===== config.mk =====
export PLATFORM = sky130hd
export DESIGN_NAME = replay_link_rx
export DESIGN_NICKNAME = d
export VERILOG_FILES = /design/src/rtl/replay_link_rx.sv
export SDC_FILE = /design/constraint.sdc
export NUM_CORES = 1
export LEC_CHECK = 0
export ABC_AREA = 1
export CAP_MARGIN = 0
export CORE_ASPECT_RATIO = 1.2
export CORE_UTILIZATION = 37
export CTS_BUF_LIST = sky130_fd_sc_hd__clkbuf_8
export DETAILED_ROUTE_END_ITERATION = 7
export HOLD_SLACK_MARGIN = 0.06
export REMOVE_ABC_BUFFERS = 1
export SETUP_SLACK_MARGIN = 0.5
export SYNTH_ARGS = -nofsm -noshare
export SYNTH_HDL_FRONTEND = slang
export SYNTH_SLANG_ARGS = --single-unit

===== constraint.sdc =====
create_clock -name clk -period 2.4 [get_ports clk]
set_clock_uncertainty 0.05 [all_clocks]
set_input_delay 0.24 -clock clk [delete_from_list [all_inputs] [get_ports clk]]
set_output_delay 0.24 -clock clk [all_outputs]
set_load 0.02 [all_outputs]

===== src/rtl/replay_link_rx.sv =====
// Purpose: receive end of the ACK/NAK replay link. Each word is checked for parity
//          and sequence, good in-order words are forwarded, and ack/nak pulses go back.
// Latency: 1 cycle from an rx beat to out_valid_o and to its ack_o/nak_o pulse.
// Backpressure: none toward the link. A good beat that finds the output slot full is
//          dropped and nak'd, so the transmitter replays it later.
// Ports:   clk, rst_n (sync, active-low); rx_valid_i/rx_data_i/rx_seq_i/rx_par_i link input;
//          ack_o/nak_o/ack_seq_o return pulses; out_valid_o/out_data_o/out_ready_i downstream;
//          err_cnt_o saturating count of rejected words.
module replay_link_rx #(
    parameter int DATA_WIDTH   = 32,
    parameter int SEQ_WIDTH    = 4,
    parameter int ACK_INTERVAL = 1,
    parameter int NAK_TIMEOUT  = 64
) (
    input  logic                  clk,
    input  logic                  rst_n,
    input  logic                  rx_valid_i,
    input  logic [DATA_WIDTH-1:0] rx_data_i,
    input  logic [SEQ_WIDTH-1:0]  rx_seq_i,
    input  logic                  rx_par_i,
    output logic                  ack_o,
    output logic                  nak_o,
    output logic [SEQ_WIDTH-1:0]  ack_seq_o,
    output logic                  out_valid_o,
    output logic [DATA_WIDTH-1:0] out_data_o,
    input  logic                  out_ready_i,
    output logic [15:0]           err_cnt_o
);

    localparam int TW = $clog2(NAK_TIMEOUT + 1);
    localparam int PW = SEQ_WIDTH + 1;

    typedef enum logic {
        RUN         = 1'b0,
        WAIT_REPLAY = 1'b1
    } state_t;

    state_t                state_q;
    logic [SEQ_WIDTH-1:0]  exp_seq_q;
    logic [SEQ_WIDTH-1:0]  exp_seq_d;
    logic [PW-1:0]         pend_q;
    logic [PW-1:0]         pend_d;
    logic [TW-1:0]         tmo_q;
    logic [15:0]           err_cnt_q;
    logic [15:0]           err_cnt_d;
    logic                  ack_q;
    logic                  nak_q;
    logic [SEQ_WIDTH-1:0]  ack_seq_q;
    logic                  out_valid_q;
    logic [DATA_WIDTH-1:0] out_data_q;

    logic par_ok;
    logic room;
    logic good;
    logic accept;
    logic ack_hit;
    logic tmo_hit;

    always_comb begin
        // Even parity: the XOR of parity bit, sequence and payload must be zero.
        par_ok    = ~(^{rx_par_i, rx_seq_i, rx_data_i});
        // The slot is free if empty or being drained in this same cycle.
        room      = ~out_valid_q | out_ready_i;
        good      = rx_valid_i & par_ok & (rx_seq_i == exp_seq_q);
        accept    = good & room;
        exp_seq_d = exp_seq_q + 1'b1;
        pend_d    = pend_q + 1'b1;
        ack_hit   = (pend_d == PW'(ACK_INTERVAL));
        tmo_hit   = (tmo_q == TW'(NAK_TIMEOUT - 1));
        err_cnt_d = (err_cnt_q == 16'hFFFF) ? err_cnt_q : err_cnt_q + 16'd1;
    end

    always_ff @(posedge clk) begin
        if (!rst_n) begin
            state_q     <= RUN;
            exp_seq_q   <= '0;
            pend_q      <= '0;
            tmo_q       <= '0;
            err_cnt_q   <= '0;
            ack_q       <= 1'b0;
            nak_q       <= 1'b0;
            ack_seq_q   <= '0;
            out_valid_q <= 1'b0;
            out_data_q  <= '0;
        end else begin
            // ack/nak are single-cycle pulses.
            ack_q <= 1'b0;
            nak_q <= 1'b0;

            if (accept) begin
                out_valid_q <= 1'b1;
                out_data_q  <= rx_data_i;
            end else if (out_ready_i) begin
                out_valid_q <= 1'b0;
            end

            if (accept) begin
                // Identical acceptance in both states; WAIT_REPLAY resumes RUN.
                state_q   <= RUN;
                exp_seq_q <= exp_seq_d;
                ack_seq_q <= rx_seq_i;
                tmo_q     <= '0;
                if (ack_hit) begin
                    ack_q  <= 1'b1;
                    pend_q <= '0;
                end else begin
                    pend_q <= pend_d;
                end
            end else begin
                case (state_q)
                    RUN: begin
                        if (rx_valid_i) begin
                            // First bad beat: request replay, forget un-acked words.
                            nak_q     <= 1'b1;
                            err_cnt_q <= err_cnt_d;
                            pend_q    <= '0;
                            tmo_q     <= '0;
                            state_q   <= WAIT_REPLAY;
                        end
                    end
                    WAIT_REPLAY: begin
                        // Stale/bad beats are discarded silently; only the
                        // timeout can re-issue the replay request.
                        if (tmo_hit) begin
                            nak_q <= 1'b1;
                            tmo_q <= '0;
                        end else begin
                            tmo_q <= tmo_q + 1'b1;
                        end
                    end
                    default: state_q <= RUN;
                endcase
            end
        end
    end

    assign ack_o       = ack_q;
    assign nak_o       = nak_q;
    assign ack_seq_o   = ack_seq_q;
    assign out_valid_o = out_valid_q;
    assign out_data_o  = out_data_q;
    assign err_cnt_o   = err_cnt_q;

endmodule


==> key figures <==
Yosys
  – Share of the synthesized area in the top cell type: between 30% and 40%
  – Post-synthesis adder-cell area fraction: approximately 1.6%
  – Synth Instances: 594
  – Library cells used by synthesis: 33
  – Fraction of synthesized area in multiplexers: 0%
  – Synth top area cells: dfxtp_1 37%, nand2_1 20%, nand3_1 9.9%
  – Sequential cell area fraction in the yosys report: between 30% and 40%
  – Largest family of logic cells by synthesized area: simple AND/OR/NAND/NOR gates
  – Asr flop ratio synth: 0%
  – YS warnings: 0
  – Post-Synth XOR/XNOR Area: approximately 6.8%
  – Top FF cell, synth: dfxtp_1
  – EDFF count, synth: 0
  – Dominant cell type by area after synthesis: dfxtp_1
  – Avg Inst Size Synth: ~6.5 um^2
  – Seq cells post-synth: about 70
  – Complex-gate fraction of the synthesized area: a little over 6%
  – Netlist Area Pre-Place: between 0.003 and 0.004 mm^2
  – Post-synthesis simple-gate area fraction: between 30% and 40%

GRT
  – Number of global-route vias before repair: just under 4000
  – GR Overflow Total: 0
  – Initial antenna violation count: 0
  – GR Util All Layers: 20.3%
  – First-pass GRT wire length: approximately 18000 um
  – Largest net degree at the start of global routing: 54

Layout
  – Commonest non-fill, non-tap cell in the layout: nand2_1
  – Area Overhead vs Synth: 52.5%
  – Layout cell share with drive strength beyond 1: 26.7%
  – Commonest cells after routing, fill and taps aside: 179 x nand2_1, 64 x nand3_1, 64 x dfxtp_1
  – Inserted Diodes: 0
  – Layout Nets: 791
  – # fillers: roughly 950
  – Final std cells w/o fill: around 880

Power and ir drop
  – Max IR drop VDD: around 0.00026 V
  – Power Density: roughly 470 mW/mm^2
  – Leakage power: ~2.8 nW

Hold path
  – HP Start: rx_data_i[28]
  – WHS Endpoint: out_data_o[28]$_SDFFE_PN0P_
  – Hold WC Path Type: primary input to flop
  – Hold Crit Depth: 3

Floorplanning
  – IO Count: 96
  – Die Span Y: between 100 and 150 um
  – Area of the die: between 0.01 and 0.015 mm^2
  – Initial Util: a little under two fifths
  – Row count: 40
  – CORE AREA: roughly 0.010 mm^2
  – Die X: approximately 95 um

Detailed routing
  – Routed len/inst: approximately 13 um
  – Routed WL: between 10000 and 15000 um
  – Drt pass-1 iters: 4
  – Final ANT Viol Nets: 0
  – Initial DRC count: between 100 and 150
  – Via-to-Cell Ratio: ~4.9
  – Vias: about 4300
  – DRC viols: 0

Clock network
  – Clk_lat worst skew: 0.35 ns
  – Clk root buf: clkbuf_8
  – TritonCTS buffer count: 9
  – H-tree depth: 3
  – Clock Path Buffers: 2
  – Clk sink count: just over 70
  – Clock-pin slew on the worst setup and hold paths: roughly 0.080 ns
  – CTS tree: done
  – CTS Hold Bufs: 0

Setup path
  – Startpoint Class: flop
  – Worst path arrival time: 2.08 ns
  – Most frequent CP cell: buf_4
  – Crit-path cells: ha_4 > nand3_4 > nor3_4 > buf_4 > buf_4 > buf_4 > buf_4 > buf_4 > buf_6 > buf_6 > xor2_1 > nor2_1 > nor2_1
  – CP max stage delay: 0.36 ns
  – Worst R2R Path Depth: 13
  – Crit Path Max Fanout: 4
  – CP max stage cell: dfxtp_4
  – Reg2reg setup slack: approximately 0.52 ns
  – Nature of the critical path endpoint: flop
  – CP required: ~2.6 ns
  – RR Endpoint: err_cnt_o[6]$_SDFFE_PN0P_
  – Critical path class: flop to flop
  – Worst r2r src: err_cnt_o[0]$_SDFFE_PN0P_

Timing
  – Worst relative slew slack: between 50% and 60%
  – Endpoints failing hold: 0
  – Final Critical Period: ~1.9 ns
  – Worst-Margin Slew: ~0.63 ns
  – Final setup fails: 0
  – Worst setup margin: roughly 0.52 ns
  – Pins Over Slew Limit: 0
  – Fmax: roughly 530 MHz
  – Sum Neg Setup Slack: 0 ns
  – RSZ-0062 raised after global routing: yes
  – Post-route clock period utilization: 78.2%

Place
  – Gp weighted congestion: 0.814
  – Dpl hpwl: approximately 7000 um
  – Place WS: -0.183 ns
  – Port bufs: between 90 and 100
  – Placed cells: slightly above 800

Job
  – Max Cap Viol: 0

Status
  – Status: complete, no violations
state kept, by name (all words and copies together), names as in the netlist, 4 cells and up:
name and count:
tmo_q 7, ack_seq_o 4, err_cnt_o 16, out_data_o 32, exp_seq_q 4, pend_q 5
routing by layer:
layer	part of all wire, %	vias up	global-route usage (%)
met2	52	85	35.2
li1	-	2193	-
met5	0	-	0
met4	2.1	0	9.15
met1	41	1999	23.2
met3	4.9	20	4.91
synthesized netlist by cell type, types with 10 or more instances:
| cell | n |
|---|---|
| nand4_1 | 10 |
| o21ai_0 | 13 |
| dfxtp_1 | 72 |
| inv_1 | 62 |
| nand2_1 | 208 |
| o21ai_1 | 11 |
| xnor2_1 | 12 |
| nand3_1 | 77 |
| nor2_1 | 52 |
| xor2_1 | 18 |
stage by stage:
stage	total power [mW]	util (%)	instance area (um^2)	hold WS [ns]
after global routing	2.93	58.5	5910	0.0960
after floorplan	1.54	-	3770	0.293
final	2.78	58.5	5910	0.0908
after global placement	1.77	50.8	5140	0.405
after detailed placement	1.78	50.8	5140	0.410
after CTS	2.76	56.2	5690	0.223
critical path, delay by kind of cell, from the launching register on:
| family | cells | cell delay (ns) |
|---|---|---|
| buffers and inverters | 7 | 0.83 |
| flip-flops | 1 | 0.36 |
| AND/OR/NAND/NOR | 4 | 0.24 |
| adder cells (fa/ha/maj) | 1 | 0.17 |
| XOR/XNOR | 1 | 0.13 |
cell type report:
class,instances,area (um^2),area share (%)
Clock buffer,10,138,2.33
Clock inverter,6,53.8,0.910
Inverter,65,249,4.21
Multi-Input combinational cell,439,2410,40.8
Sequential cell,72,1460,24.8
Tap cell,126,158,2.67
Timing Repair Buffer,158,1440,24.3
timing repair:
| action | CTS | global route |
|---|---|---|
| pin swaps | 22 | 59 |
| resized for setup | 87 | 136 |
| cloned | 2 | 2 |
| endpoints found under the setup margin | 72 | 71 |
| buffers inserted | 19 | 10 |
logic make-up after synthesis:
group	count (synthesis)
simple gates	363
buf+inv	83
flops	72
compound gates	41
xor+xnor	30
fa+ha+maj	5
how the worst max path moves through the flow:
stage / cells past startpoint / start / endpoint
after floorplan: 17 / rx_data_i[9] / out_data_o[10]$_SDFFE_PN0P_
after global placement: 14 / rx_data_i[22] / out_data_o[8]$_SDFFE_PN0P_
after detailed placement: 14 / rx_data_i[22] / out_data_o[10]$_SDFFE_PN0P_
after CTS: 11 / err_cnt_o[0]$_SDFFE_PN0P_ / err_cnt_o[1]$_SDFFE_PN0P_
after global routing: 17 / rx_data_i[24] / err_cnt_o[9]$_SDFFE_PN0P_
final: 13 / err_cnt_o[0]$_SDFFE_PN0P_ / err_cnt_o[6]$_SDFFE_PN0P_
power breakdown:
group          switching, mW  internal [mW]  total, mW
clock                  0.460          0.496      0.957
sequential            0.0265           1.22       1.25
combinational          0.333          0.248      0.581
(Power assumes the default switching activity.)
